**src/rtl/cache_line_fill_evict_pkg.sv**
```systemverilog
// Shared types and constants for the cache miss fill/evict engine.
package cache_line_fill_evict_pkg;

   localparam int LINE_W   = 128;
   localparam int BEAT_W   = 32;
   localparam int ADDR_W   = 32;
   localparam int OFFSET_W = 4;
   localparam int IDX_W    = 2;
   localparam int WAY_W    = 4;
   localparam int CNT_W    = 2;

   localparam logic MEM_CMD_READ  = 1'b0;
   localparam logic MEM_CMD_WRITE = 1'b1;

   typedef enum logic [2:0] {
      ST_IDLE,
      ST_EV_READ,
      ST_EV_CMD,
      ST_EV_DATA,
      ST_FILL_CMD,
      ST_FILL_DATA,
      ST_COMMIT
   } miss_state_t;

   // Line address is {tag, index} followed by the zero byte offset within the line.
   function automatic logic [ADDR_W-1:0] line_addr(input logic [ADDR_W-OFFSET_W-1:0] line_num);
      return {line_num, {OFFSET_W{1'b0}}};
   endfunction

endpackage

```
**src/rtl/cache_line_fill_evict_line_beat_buffer.sv**
```systemverilog
// 4x32 line buffer: full-line load (victim capture), beat write (fill), beat read (writeback).
module line_beat_buffer
   import cache_line_fill_evict_pkg::*;
(
   input  logic                clk,
   input  logic                rst,
   input  logic                load,
   input  logic [LINE_W-1:0]   load_line,
   input  logic                wr_en,
   input  logic [CNT_W-1:0]    wr_idx,
   input  logic [BEAT_W-1:0]   wr_data,
   input  logic [CNT_W-1:0]    rd_idx,
   output logic [BEAT_W-1:0]   rd_data,
   output logic [LINE_W-1:0]   line
);

   logic [3:0][BEAT_W-1:0] beats_q;

   always_ff @(posedge clk) begin
      if (rst) begin
         beats_q <= '0;
      end else if (load) begin
         beats_q <= load_line;
      end else if (wr_en) begin
         beats_q[wr_idx] <= wr_data;
      end
   end

   assign rd_data = beats_q[rd_idx];
   assign line    = beats_q;

endmodule

```
**src/rtl/cache_line_fill_evict.sv**
```systemverilog
// Miss engine: optional victim writeback, then 4-beat line fill and full-line commit to the data store.
//
// state     | meaning
// ----------+-----------------------------------------------------------
// IDLE      | waiting for miss_req; request fields latched on accept
// EV_READ   | one cycle data-store read of the victim line into buffer
// EV_CMD    | writeback command offered to memory
// EV_DATA   | four writeback beats streamed from buffer
// FILL_CMD  | fill read command offered to memory
// FILL_DATA | four fill beats collected into buffer
// COMMIT    | one cycle full-line write to the data store, miss_done
module cache_line_fill_evict
   import cache_line_fill_evict_pkg::*;
#(
   parameter int TAG_W = 26,
   parameter int BEATS = 4
)(
   input  logic                clk,
   input  logic                rst,
   input  logic                miss_req,
   input  logic [IDX_W-1:0]    miss_index,
   input  logic [WAY_W-1:0]    miss_way,
   input  logic [TAG_W-1:0]    miss_tag,
   input  logic                victim_dirty,
   input  logic [TAG_W-1:0]    victim_tag,
   output logic                miss_busy,
   output logic                miss_done,
   output logic                ds_valid,
   output logic [IDX_W-1:0]    ds_index,
   output logic [WAY_W-1:0]    ds_way,
   output logic                ds_w,
   output logic [LINE_W-1:0]   ds_data_in,
   output logic [LINE_W-1:0]   ds_mask_in,
   input  logic [LINE_W-1:0]   ds_cache_line,
   output logic                mem_cmd_valid,
   output logic                mem_cmd_write,
   output logic [ADDR_W-1:0]   mem_cmd_addr,
   input  logic                mem_cmd_ready,
   output logic                mem_wdata_valid,
   output logic [BEAT_W-1:0]   mem_wdata,
   input  logic                mem_wdata_ready,
   input  logic                mem_rdata_valid,
   input  logic [BEAT_W-1:0]   mem_rdata,
   output logic                mem_rdata_ready
);

   localparam logic [CNT_W-1:0] LAST_BEAT = CNT_W'(BEATS - 1);

   miss_state_t        state;
   logic [IDX_W-1:0]   idx_q;
   logic [WAY_W-1:0]   way_q;
   logic [TAG_W-1:0]   tag_q;
   logic [TAG_W-1:0]   vtag_q;
   logic [CNT_W-1:0]   cnt;

   logic               buf_load;
   logic               buf_wr_en;
   logic [BEAT_W-1:0]  buf_rd_data;
   logic [LINE_W-1:0]  buf_line;

   assign buf_load  = (state == ST_EV_READ);
   assign buf_wr_en = (state == ST_FILL_DATA) && mem_rdata_valid && mem_rdata_ready;

   line_beat_buffer u_buf (
      .clk       (clk),
      .rst       (rst),
      .load      (buf_load),
      .load_line (ds_cache_line),
      .wr_en     (buf_wr_en),
      .wr_idx    (cnt),
      .wr_data   (mem_rdata),
      .rd_idx    (cnt),
      .rd_data   (buf_rd_data),
      .line      (buf_line)
   );

   // Data paths gated by registered strobes: the buffer already holds the
   // current beat / complete line in the cycle the strobe is high.
   assign mem_wdata  = mem_wdata_valid ? buf_rd_data : '0;
   assign ds_data_in = ds_w ? buf_line : '0;
   assign ds_mask_in = {LINE_W{ds_w}};

   always_ff @(posedge clk) begin
      if (rst) begin
         state           <= ST_IDLE;
         idx_q           <= '0;
         way_q           <= '0;
         tag_q           <= '0;
         vtag_q          <= '0;
         cnt             <= '0;
         miss_busy       <= 1'b0;
         miss_done       <= 1'b0;
         ds_valid        <= 1'b0;
         ds_index        <= '0;
         ds_way          <= '0;
         ds_w            <= 1'b0;
         mem_cmd_valid   <= 1'b0;
         mem_cmd_write   <= MEM_CMD_READ;
         mem_cmd_addr    <= '0;
         mem_wdata_valid <= 1'b0;
         mem_rdata_ready <= 1'b0;
      end else begin
         miss_done <= 1'b0;
         case (state)
            ST_IDLE: begin
               if (miss_req) begin
                  idx_q     <= miss_index;
                  way_q     <= miss_way;
                  tag_q     <= miss_tag;
                  vtag_q    <= victim_tag;
                  miss_busy <= 1'b1;
                  if (victim_dirty) begin
                     state    <= ST_EV_READ;
                     ds_valid <= 1'b1;
                     ds_w     <= 1'b0;
                     ds_index <= miss_index;
                     ds_way   <= miss_way;
                  end else begin
                     state         <= ST_FILL_CMD;
                     mem_cmd_valid <= 1'b1;
                     mem_cmd_write <= MEM_CMD_READ;
                     mem_cmd_addr  <= line_addr({miss_tag, miss_index});
                  end
               end
            end
            ST_EV_READ: begin
               state         <= ST_EV_CMD;
               ds_valid      <= 1'b0;
               ds_index      <= '0;
               ds_way        <= '0;
               mem_cmd_valid <= 1'b1;
               mem_cmd_write <= MEM_CMD_WRITE;
               mem_cmd_addr  <= line_addr({vtag_q, idx_q});
            end
            ST_EV_CMD: begin
               if (mem_cmd_ready) begin
                  state           <= ST_EV_DATA;
                  mem_cmd_valid   <= 1'b0;
                  mem_cmd_write   <= MEM_CMD_READ;
                  mem_cmd_addr    <= '0;
                  cnt             <= '0;
                  mem_wdata_valid <= 1'b1;
               end
            end
            ST_EV_DATA: begin
               if (mem_wdata_ready) begin
                  cnt <= cnt + 1'b1;
                  if (cnt == LAST_BEAT) begin
                     state           <= ST_FILL_CMD;
                     mem_wdata_valid <= 1'b0;
                     mem_cmd_valid   <= 1'b1;
                     mem_cmd_write   <= MEM_CMD_READ;
                     mem_cmd_addr    <= line_addr({tag_q, idx_q});
                  end
               end
            end
            ST_FILL_CMD: begin
               if (mem_cmd_ready) begin
                  state           <= ST_FILL_DATA;
                  mem_cmd_valid   <= 1'b0;
                  mem_cmd_addr    <= '0;
                  cnt             <= '0;
                  mem_rdata_ready <= 1'b1;
               end
            end
            ST_FILL_DATA: begin
               if (mem_rdata_valid) begin
                  cnt <= cnt + 1'b1;
                  if (cnt == LAST_BEAT) begin
                     state           <= ST_COMMIT;
                     mem_rdata_ready <= 1'b0;
                     ds_valid        <= 1'b1;
                     ds_w            <= 1'b1;
                     ds_index        <= idx_q;
                     ds_way          <= way_q;
                     miss_done       <= 1'b1;
                  end
               end
            end
            ST_COMMIT: begin
               state     <= ST_IDLE;
               miss_busy <= 1'b0;
               ds_valid  <= 1'b0;
               ds_w      <= 1'b0;
               ds_index  <= '0;
               ds_way    <= '0;
            end
            default: begin
               state <= ST_IDLE;
            end
         endcase
      end
   end

endmodule
```
**config.mk**
```make
export PLATFORM = sky130hd
export DESIGN_NAME = cache_line_fill_evict
export DESIGN_NICKNAME = d
export VERILOG_FILES = /design/src/rtl/cache_line_fill_evict_pkg.sv /design/src/rtl/cache_line_fill_evict_line_beat_buffer.sv /design/src/rtl/cache_line_fill_evict.sv
export SDC_FILE = /design/constraint.sdc
export NUM_CORES = 1
export LEC_CHECK = 0
export ABC_AREA = 1
export CAP_MARGIN = 40
export CORE_AREA = 2 2 215 217
export CTS_CLUSTER_SIZE = 40
export DETAILED_ROUTE_END_ITERATION = 12
export DIE_AREA = 0 0 217 219
export PLACE_DENSITY = 0.57
export SETUP_SLACK_MARGIN = 0.2
export SYNTH_ARGS = -nofsm -noshare
export SYNTH_HDL_FRONTEND = slang
export SYNTH_SLANG_ARGS = --single-unit
```
**constraint.sdc**
```tcl
create_clock -name clk -period 7.7 [get_ports clk]
set_input_delay 1.54 -clock clk [delete_from_list [all_inputs] [get_ports clk]]
set_output_delay 1.54 -clock clk [all_outputs]
set_load 0.03 [all_outputs]
```
==> results of run 1 <==
[cell usage after synthesis (all sizes together)]
master | n | area, sq um
and2 | 1 | 6.26
nand2 | 524 | 1970
nor2 | 115 | 439
nand3 | 208 | 1050
dfxtp | 233 | 4660
inv | 341 | 1280
nor3 | 1 | 5.00
o21ai | 266 | 1350
clkinv | 1 | 3.75
nand4 | 1 | 6.26
ha | 4 | 50.1
nor2b | 1 | 6.26
buf | 184 | 1290
a21oi | 317 | 1590
clkbuf | 120 | 452
conb | 1 | 3.75
[registers in the layout (all words and copies together) (netlist names), 2 cells and up]
register / flops
u_buf.line: 128
cnt: 2
state: 3
ds_way: 4
mem_cmd_addr: 28
vtag_q: 26
idx_q: 2
tag_q: 26
way_q: 4
ds_index: 2
[cell type report]
class	instances	area, sq um
Tap cell	600	751
Inverter	342	1290
Clock buffer	46	872
Fill cell	4771	25000
Sequential cell	233	4670
Antenna cell	8	20.0
Multi-Input combinational cell	1442	6530
Clock inverter	5	77.6
Timing Repair Buffer	583	5870
[critical path: stages (launching register included)]
cell                              delay, ps
sky130_fd_sc_hd__dfxtp_2                320
sky130_fd_sc_hd__clkinv_1               410
sky130_fd_sc_hd__buf_4                  450
sky130_fd_sc_hd__a21oi_1                160
sky130_fd_sc_hd__o21ai_0                100
sky130_fd_sc_hd__a21oi_1                440
sky130_fd_sc_hd__clkdlybuf4s50_1        780
[layer usage]
metal / track usage / vias to the layer above / part of all wire
li1: - / 7798 / -
met1: 0.333 / 7377 / 0.43
met2: 0.422 / 673 / 0.46
met3: 0.0492 / 99 / 0.074
met4: 0.0911 / 6 / 0.032
met5: 0 / - / 0.00058
[kinds of logic after synthesis]
family,after synthesis,synth area share
other cells,1,0.000265
simple gates,851,0.246
flops,233,0.329
buf+inv,646,0.214
fa+ha+maj,4,0.00353
compound gates,583,0.207
[report_power, final]
group / internal, mW / switching (mW)
Clock: 0.836 / 0.556
Combinational: 1.17 / 2.40
Sequential: 1.58 / 0.258
[placed cells by master, fill, tap and decap left out, types with 2 or more instances in the layout]
cell type                         netlist  layout
sky130_fd_sc_hd__ha_2                   0       4
sky130_fd_sc_hd__bufinv_16              0       2
sky130_fd_sc_hd__o21ai_1               40      40
sky130_fd_sc_hd__inv_1                337     335
sky130_fd_sc_hd__clkinv_2               0       2
sky130_fd_sc_hd__clkdlybuf4s50_1        0     554
sky130_fd_sc_hd__o21ai_4                0       4
sky130_fd_sc_hd__buf_12                 0       6
sky130_fd_sc_hd__diode_2                0       8
sky130_fd_sc_hd__nand2_2                1       2
sky130_fd_sc_hd__a21oi_1              316     316
sky130_fd_sc_hd__o21ai_0              222     222
sky130_fd_sc_hd__buf_4                139      21
sky130_fd_sc_hd__clkbuf_1             119      11
sky130_fd_sc_hd__dfxtp_2                0       2
sky130_fd_sc_hd__inv_6                  0       2
sky130_fd_sc_hd__inv_2                  4       4
sky130_fd_sc_hd__clkbuf_16              0      31
sky130_fd_sc_hd__nand3_1              207     207
sky130_fd_sc_hd__conb_1                 1       4
sky130_fd_sc_hd__clkbuf_8               0       4
sky130_fd_sc_hd__dfxtp_1              233     230
sky130_fd_sc_hd__nor2_1               114     114
sky130_fd_sc_hd__nand2_1              523     522
[worst max-delay path by stage]
stage,endpoint,depth (start not counted)
floorplan,ds_data_in[103],4
global placement,mem_wdata[15],4
detailed placement,u_buf.line[62],6
CTS,mem_wdata[15],6
global route,mem_wdata[15],6
finish,mem_wdata[15],6
==> results.md, run 1 <==
- The flow ran to the end, and the final reports show no timing, DRC or antenna violations.
- After routing the design area is ~0.020 sq mm.
- The capture point of the worst reg-to-reg path is mem_cmd_addr[18].
- The die is ~220 microns wide.
- The hold-critical path endpoint is way_q[0].
- The starting utilization of the core area is 0.314.
- The mapped netlist covers around 0.014 sq mm.
- The initial antenna violation count is 12.
- The number of different library cells used by synthesis comes to 27.
- The synthesis-to-finish area growth is 41.8%.
- The total chip power is around 6.8 mW.
- Dividing total power by cell area gives a power density of between 300 and 400 mW/mm^2.
- The setup TNS after final layout is 0 ps.
- Summed over all layers, the routed wires come to 63700 microns.
- The cell leakage power is a little under 9 nW.
- The number of gates resized after cts is 0.
- The placement-stage cell area is 0.0191 sq mm.
- The vertical extent of the die is ~220 microns.
- Along the worst hold path, the cell count comes to 2.
- Counting along the longest clock path gives a buffer depth of 3.
- Clock tree synthesis found a total of ~230 sinks.
- The maximum fanout count along the critical path is 23.
- The count of max-cap constraint violations is 0.
- The remaining routing DRC violations is 0.
- The data required time of the critical path is between 6000 and 7000 ps.
- The later-pin clock latency in the skew report is about 570 ps.
- The final layout net count is ~2900.
- The clock tree from TritonCTS is built.
- The number of buffers inserted during clock tree synthesis is 30.
- about 560 I/O pins were placed.
- After technology mapping, the gate count stands at around 2300.
- The routed layout has between 15000 and 20000 vias.
- The path type of the worst min-delay path is flip-flop to flip-flop.
- The global-route wire length before repair is around 94000 microns.
- Including well taps, the total number of placed cells is between 3000 and 4000.
- The post-route core utilization is 0.445.
- The iteration count of the initial detailed-routing pass is 5.
- Port buffering added around 550 buffers.
- The number of global-route vias before repair was between 15000 and 20000.
- The maximum clock skew at final layout is about 18 ps.
- The layout cell share with drive strength beyond 1 is 0.0343.
- The clock tree root driver cell is sky130_fd_sc_hd__clkbuf_16.
- STA classifies the critical path startpoint as a flip-flop.
- CTS built an H-tree with a depth of 1.
- The count of routing violations after the opening detailed-route iteration is 1212.
- Hold is met by ~450 ps.
- Derived from the worst setup path, the maximum achievable clock frequency is approximately 0.21 GHz.
- The most critical setup path has its startpoint at cnt[1].
- The global router's overall resource usage is 0.256.
- In the final routed layout, each cell accounts on average for around 20 microns.
- The worst reg2reg path startpoint is cnt[0].
- Buffers inserted to repair hold after CTS numbered 0.
- The capturing element type of the critical path is a primary output.
- The final critical-path setup slack is 2930 ps.
- The final max-slew violation count came to 0.
- The normalized max-slew margin is 0.281.
- Counting flops and latches in the post-synthesis netlist gives around 230.
- The final weighted congestion in routability-driven placement is around 0.86.
- After global routing the overflow that remains totals 0.
- Setup repair after global routing left no endpoint under its margin.
- The clock transition at the registers of the reported paths is ~60 ps.
- Entering global routing, the biggest net connects 235 pins.
- Once layout is complete, the cells apart from fillers number between 3000 and 4000.
- STA puts the critical path data arrival time at roughly 3200 ps.
- The critical path start-end classification is flip-flop to primary output.
- The share of the clock period used by the worst path after layout is 0.619.
- The internal reg-to-reg setup slack is approximately 4300 ps.
- The final number of hold-violating endpoints is 0.
- Dividing the synthesized area by the synthesized cell count gives approximately 6.1 sq um.
- Dividing the detail-routed via count by the number of cells gives 4.90.
- For this run, the register share of the synthesized area comes to 0.329.
- For this run, the number of Yosys warnings is 0.
- The die covers approximately 0.048 sq mm.
- VDD sags by at most between 0.2 and 0.25 mV.
- The detail route stage leaves a number of antenna-violating nets equal to 0.
- The transition time of the tightest slew-check pin is approximately 1100 ps.
- The total number of placement rows is just under 80.
- Timing analysis after detailed placement gives a worst setup slack of 3480 ps.
- The depth of the worst register-to-register path is 12.
- The area of the core region is 0.0451 sq mm.
- The worst hold path startpoint is way_q[0].
- Setup violations remaining at the end of the flow were counted as 0.
- Counting I/O delays and the setup requirement, the final critical path takes roughly 4800 ps.
- After clock tree synthesis, the setup repair step added 0 buffers.
- The wire-length estimate of the detail-placed layout is about 44000 microns.
No activity file was read; power rests on OpenSTA's default activity.
==> inputs of run 2 (changes only) <==
--- a/config.mk
+++ b/config.mk
@@ -11,7 +11,7 @@
 export CTS_CLUSTER_SIZE = 40
 export DETAILED_ROUTE_END_ITERATION = 12
 export DIE_AREA = 0 0 217 219
-export PLACE_DENSITY = 0.57
+export PLACE_DENSITY = 0.59
 export SETUP_SLACK_MARGIN = 0.2
 export SYNTH_ARGS = -nofsm -noshare
 export SYNTH_HDL_FRONTEND = slang
==> constraint.sdc (replaced) <==
create_clock -name clk -period 3.9 [get_ports clk]
set_input_delay 0.78 -clock clk [delete_from_list [all_inputs] [get_ports clk]]
set_output_delay 0.78 -clock clk [all_outputs]
set_load 0.03 [all_outputs]
==> run 2 against run 1 <==
  * Via count up 0.82%
  * Sequential cell count unchanged
  * Critical path depth down 2
  * Cell area up 0.82%
  * Sequential share of layout area down 0.19 points
  * First-iteration DRC count up 3.7%
  * Sequential power up 97%
  * Highest routed layer unchanged
==> results.md, run 2 (synthesis gave the netlist of run 1 again) <==
- The post-CTS setup buffer count is 0 (unchanged).
- The buffer depth of the longest clock path was 3 (unchanged).
- The number of buffers inserted during clock tree synthesis is 29 (was 30).
- Dividing the final minimum period by the clock period gives 0.877.
- The flip-flop count of the largest register, all copies and words added is 128 (unchanged).
- The instance count along the most critical hold path is 2 (unchanged).
- The overall overflow remaining after global route is 0 (unchanged).
- The depth of the worst register-to-register path is 8 (was 12).
- The capturing element type of the critical path is a primary output (unchanged).
- The capture point of the worst reg-to-reg path is u_buf.line[4] (was mem_cmd_addr[18]).
- The final weighted congestion in routability-driven placement was 0.933 (was 0.859).
- The area of the core region is 0.0451 sq mm (unchanged).
- The critical path start-end classification is flip-flop to primary output (unchanged).
- The global router's overall resource usage is 0.255 (was 0.256).
- The synthesis-to-finish area growth is 43.0% (was 41.8%).
- The final layout net count is 2870 (was 2861).
- The pin count of the biggest net entering global routing is 110 (was 235).
- The count of routing violations after the opening detailed-route iteration is 1257 (was 1212).
- The remaining routing DRC violations is 0 (unchanged).
- For this run, the top clock speed supported by timing is around 0.29 GHz.
- The normalized max-slew margin is 0.425 (was 0.281).
- The final wirelength is 63600 microns (was 63700 microns).
- The final number of hold-violating endpoints came to 0 (unchanged).
- The final max-slew violation count is 0 (unchanged).
- The most common cell after layout, fill and taps aside is sky130_fd_sc_hd__clkdlybuf4s50_1 (unchanged).
- The critical path data arrival time came to 2640 ps (was 3230 ps).
- The origin of the worst setup path was cnt[0] (was cnt[1]).
- The number of global-route vias before repair is 14900 (was 15000).
- The maximum fanout count along the critical path is 42 (was 23).
- The data required time of the critical path is 3120 ps (was 6160 ps).
- The path type of the worst min-delay path is flip-flop to flip-flop (unchanged).
- The number of gates resized after cts was 0 (unchanged).
- The clock tree from TritonCTS is built (unchanged).
- The iteration count of the initial detailed-routing pass came to 6 (was 5).
- The worst reg2reg path startpoint is state[2] (was cnt[0]).
- Run status: finished, final reports clean (unchanged).
- The final cell area excluding filler cells was 0.0202 sq mm (was 0.0201 sq mm).
- The maximum clock skew at final layout is 21.2 ps (was 18.4 ps).
- The internal reg-to-reg setup slack is 1080 ps (was 4320 ps).
- The routed length per instance was 19.5 microns (about the same).
- The hold buffer count at cts was 0 (unchanged).
- The routed via count divided by cell count is 4.92 (was 4.90).
- The number of H-tree levels came to 1 (unchanged).
- The number of placed I/O pins is 559 (unchanged).
- The remaining number of nets flagged by the antenna check after routing came to 0 (unchanged).
- The die outline area is 0.0475 sq mm (unchanged).
- The number of vias in the routed layout was 16100 (was 16000).
- The starting utilization of the core area is 0.314 (unchanged).
- The setup TNS after final layout is 0 ps (unchanged).
- The post-route non-filler standard cell count is 3266 (was 3259).
- The global-route wire length before repair came to 93800 microns (was 94000 microns).
- Top library cells by usage in the layout, fill and taps aside: 533 x sky130_fd_sc_hd__clkdlybuf4s50_1, 522 x sky130_fd_sc_hd__nand2_1, 334 x sky130_fd_sc_hd__inv_1 (was 554 x sky130_fd_sc_hd__clkdlybuf4s50_1, 522 x sky130_fd_sc_hd__nand2_1, 335 x sky130_fd_sc_hd__inv_1).
- The vertical extent of the die was 219 microns (unchanged).
- The count of max-cap constraint violations was 0 (unchanged).
- The power density over cell area is 668 mW/mm^2 (was 339 mW/mm^2).
- The initial antenna violation count is 9 (was 12).
- The number of port buffers is 554 (unchanged).
- The end point of the critical path is mem_wdata[22] (was mem_wdata[15]).
- The placement-stage cell area was 0.0192 sq mm (was 0.0191 sq mm).
- The clock tree root driver cell is sky130_fd_sc_hd__clkbuf_16 (unchanged).
- The clock transition at the registers of the reported paths came to 60 ps (about the same).
- Setup repair after global routing missed its margin: no (unchanged).
- The total number of clock tree sinks is 233 (unchanged).
- The HPWL reported at the end of detailed placement was 44600 microns (was 44400 microns).
- The count of endpoints failing setup in the final report came to 0 (unchanged).
- The total chip power is 13.5 mW (was 6.81 mW).
- The layout cell share with drive strength beyond 1 is 0.0492 (was 0.0343).
- The worst path in the final design needs a cycle of approximately 3400 ps, including I/O delays and setup.
- The die width is 217 microns (unchanged).
- The cell leakage power is 8.94 nW (was 8.80 nW).
- The total number of placement rows is 78 (unchanged).
- The transition time of the tightest slew-check pin is 859 ps (was 1080 ps).
- The later-pin clock latency in the skew report is 570 ps (about the same).
- The number of cells in the design after placement is 3210 (was 3200).
- The worst vdd rail ir drop is 0.411 mV (was 0.212 mV).
- The sort of element at the start of the critical path is a flip-flop (unchanged).
-- run 2: cell count changes in the layout (fill, tap and decap cells not counted), moves of 2 or more --
cell                              before  now
sky130_fd_sc_hd__clkbuf_1             11    3
sky130_fd_sc_hd__clkinv_2              2    4
sky130_fd_sc_hd__buf_4                21   44
sky130_fd_sc_hd__clkdlybuf4s50_1     554  533
sky130_fd_sc_hd__buf_12                6   15
sky130_fd_sc_hd__diode_2               8    4
sky130_fd_sc_hd__clkinv_4              0    2
sky130_fd_sc_hd__clkbuf_8              4    7
-- run 2: worst min-delay path by stage --
| stage | to | slack [ps] | from |
|---|---|---|---|
| 2_1_floorplan | way_q[0] | 420 | way_q[0] |
| 4_1_cts | way_q[1] | 450 | way_q[1] |
| 3_5_place_dp | way_q[1] | 440 | way_q[1] |
| 3_3_place_gp | way_q[1] | 430 | way_q[1] |
| 5_1_grt | tag_q[13] | 470 | tag_q[13] |
| 6_report | way_q[0] | 450 | way_q[0] |
-- run 2: final cells by class --
type,count,area [sq um]
Antenna cell,4,10.0
Clock buffer,40,858
Clock inverter,12,151
Fill cell,4720,24800
Inverter,342,1290
Multi-Input combinational cell,1442,6530
Sequential cell,233,4670
Tap cell,600,751
Timing Repair Buffer,593,5980
-- run 2: power by group --
part | total [mW] | internal (mW) | switching, mW
logic | 7.05 | 2.29 | 4.77
registers | 3.62 | 3.13 | 0.489
clock network | 2.85 | 1.73 | 1.12
total | 13.5 | 7.14 | 6.38
-- run 2: layer usage --
| metal | routed length, microns | track usage | vias up |
|---|---|---|---|
| li1 | - | - | 7817 |
| met1 | 27200 | 0.338 | 7422 |
| met2 | 29000 | 0.412 | 746 |
| met3 | 5630 | 0.0592 | 89 |
| met4 | 1690 | 0.0712 | 10 |
| met5 | 73 | 0 | - |
-- run 2: per-stage QoR --
stage | util | setup WS (ps) | hold slack [ps]
finish | 0.449 | 479 | 449
global route | 0.449 | 324 | 471
CTS | 0.449 | 431 | 451
detailed placement | 0.426 | 971 | 442
global placement | 0.426 | 966 | 434
floorplan | - | 697 | 425
-- run 2: worst max-delay path, cell delays in order (launching register included) --
cell and delay, ps:
sky130_fd_sc_hd__dfxtp_2 320, sky130_fd_sc_hd__inv_2 550, sky130_fd_sc_hd__o21ai_0 230, sky130_fd_sc_hd__a21oi_1 230, sky130_fd_sc_hd__clkdlybuf4s50_1 710
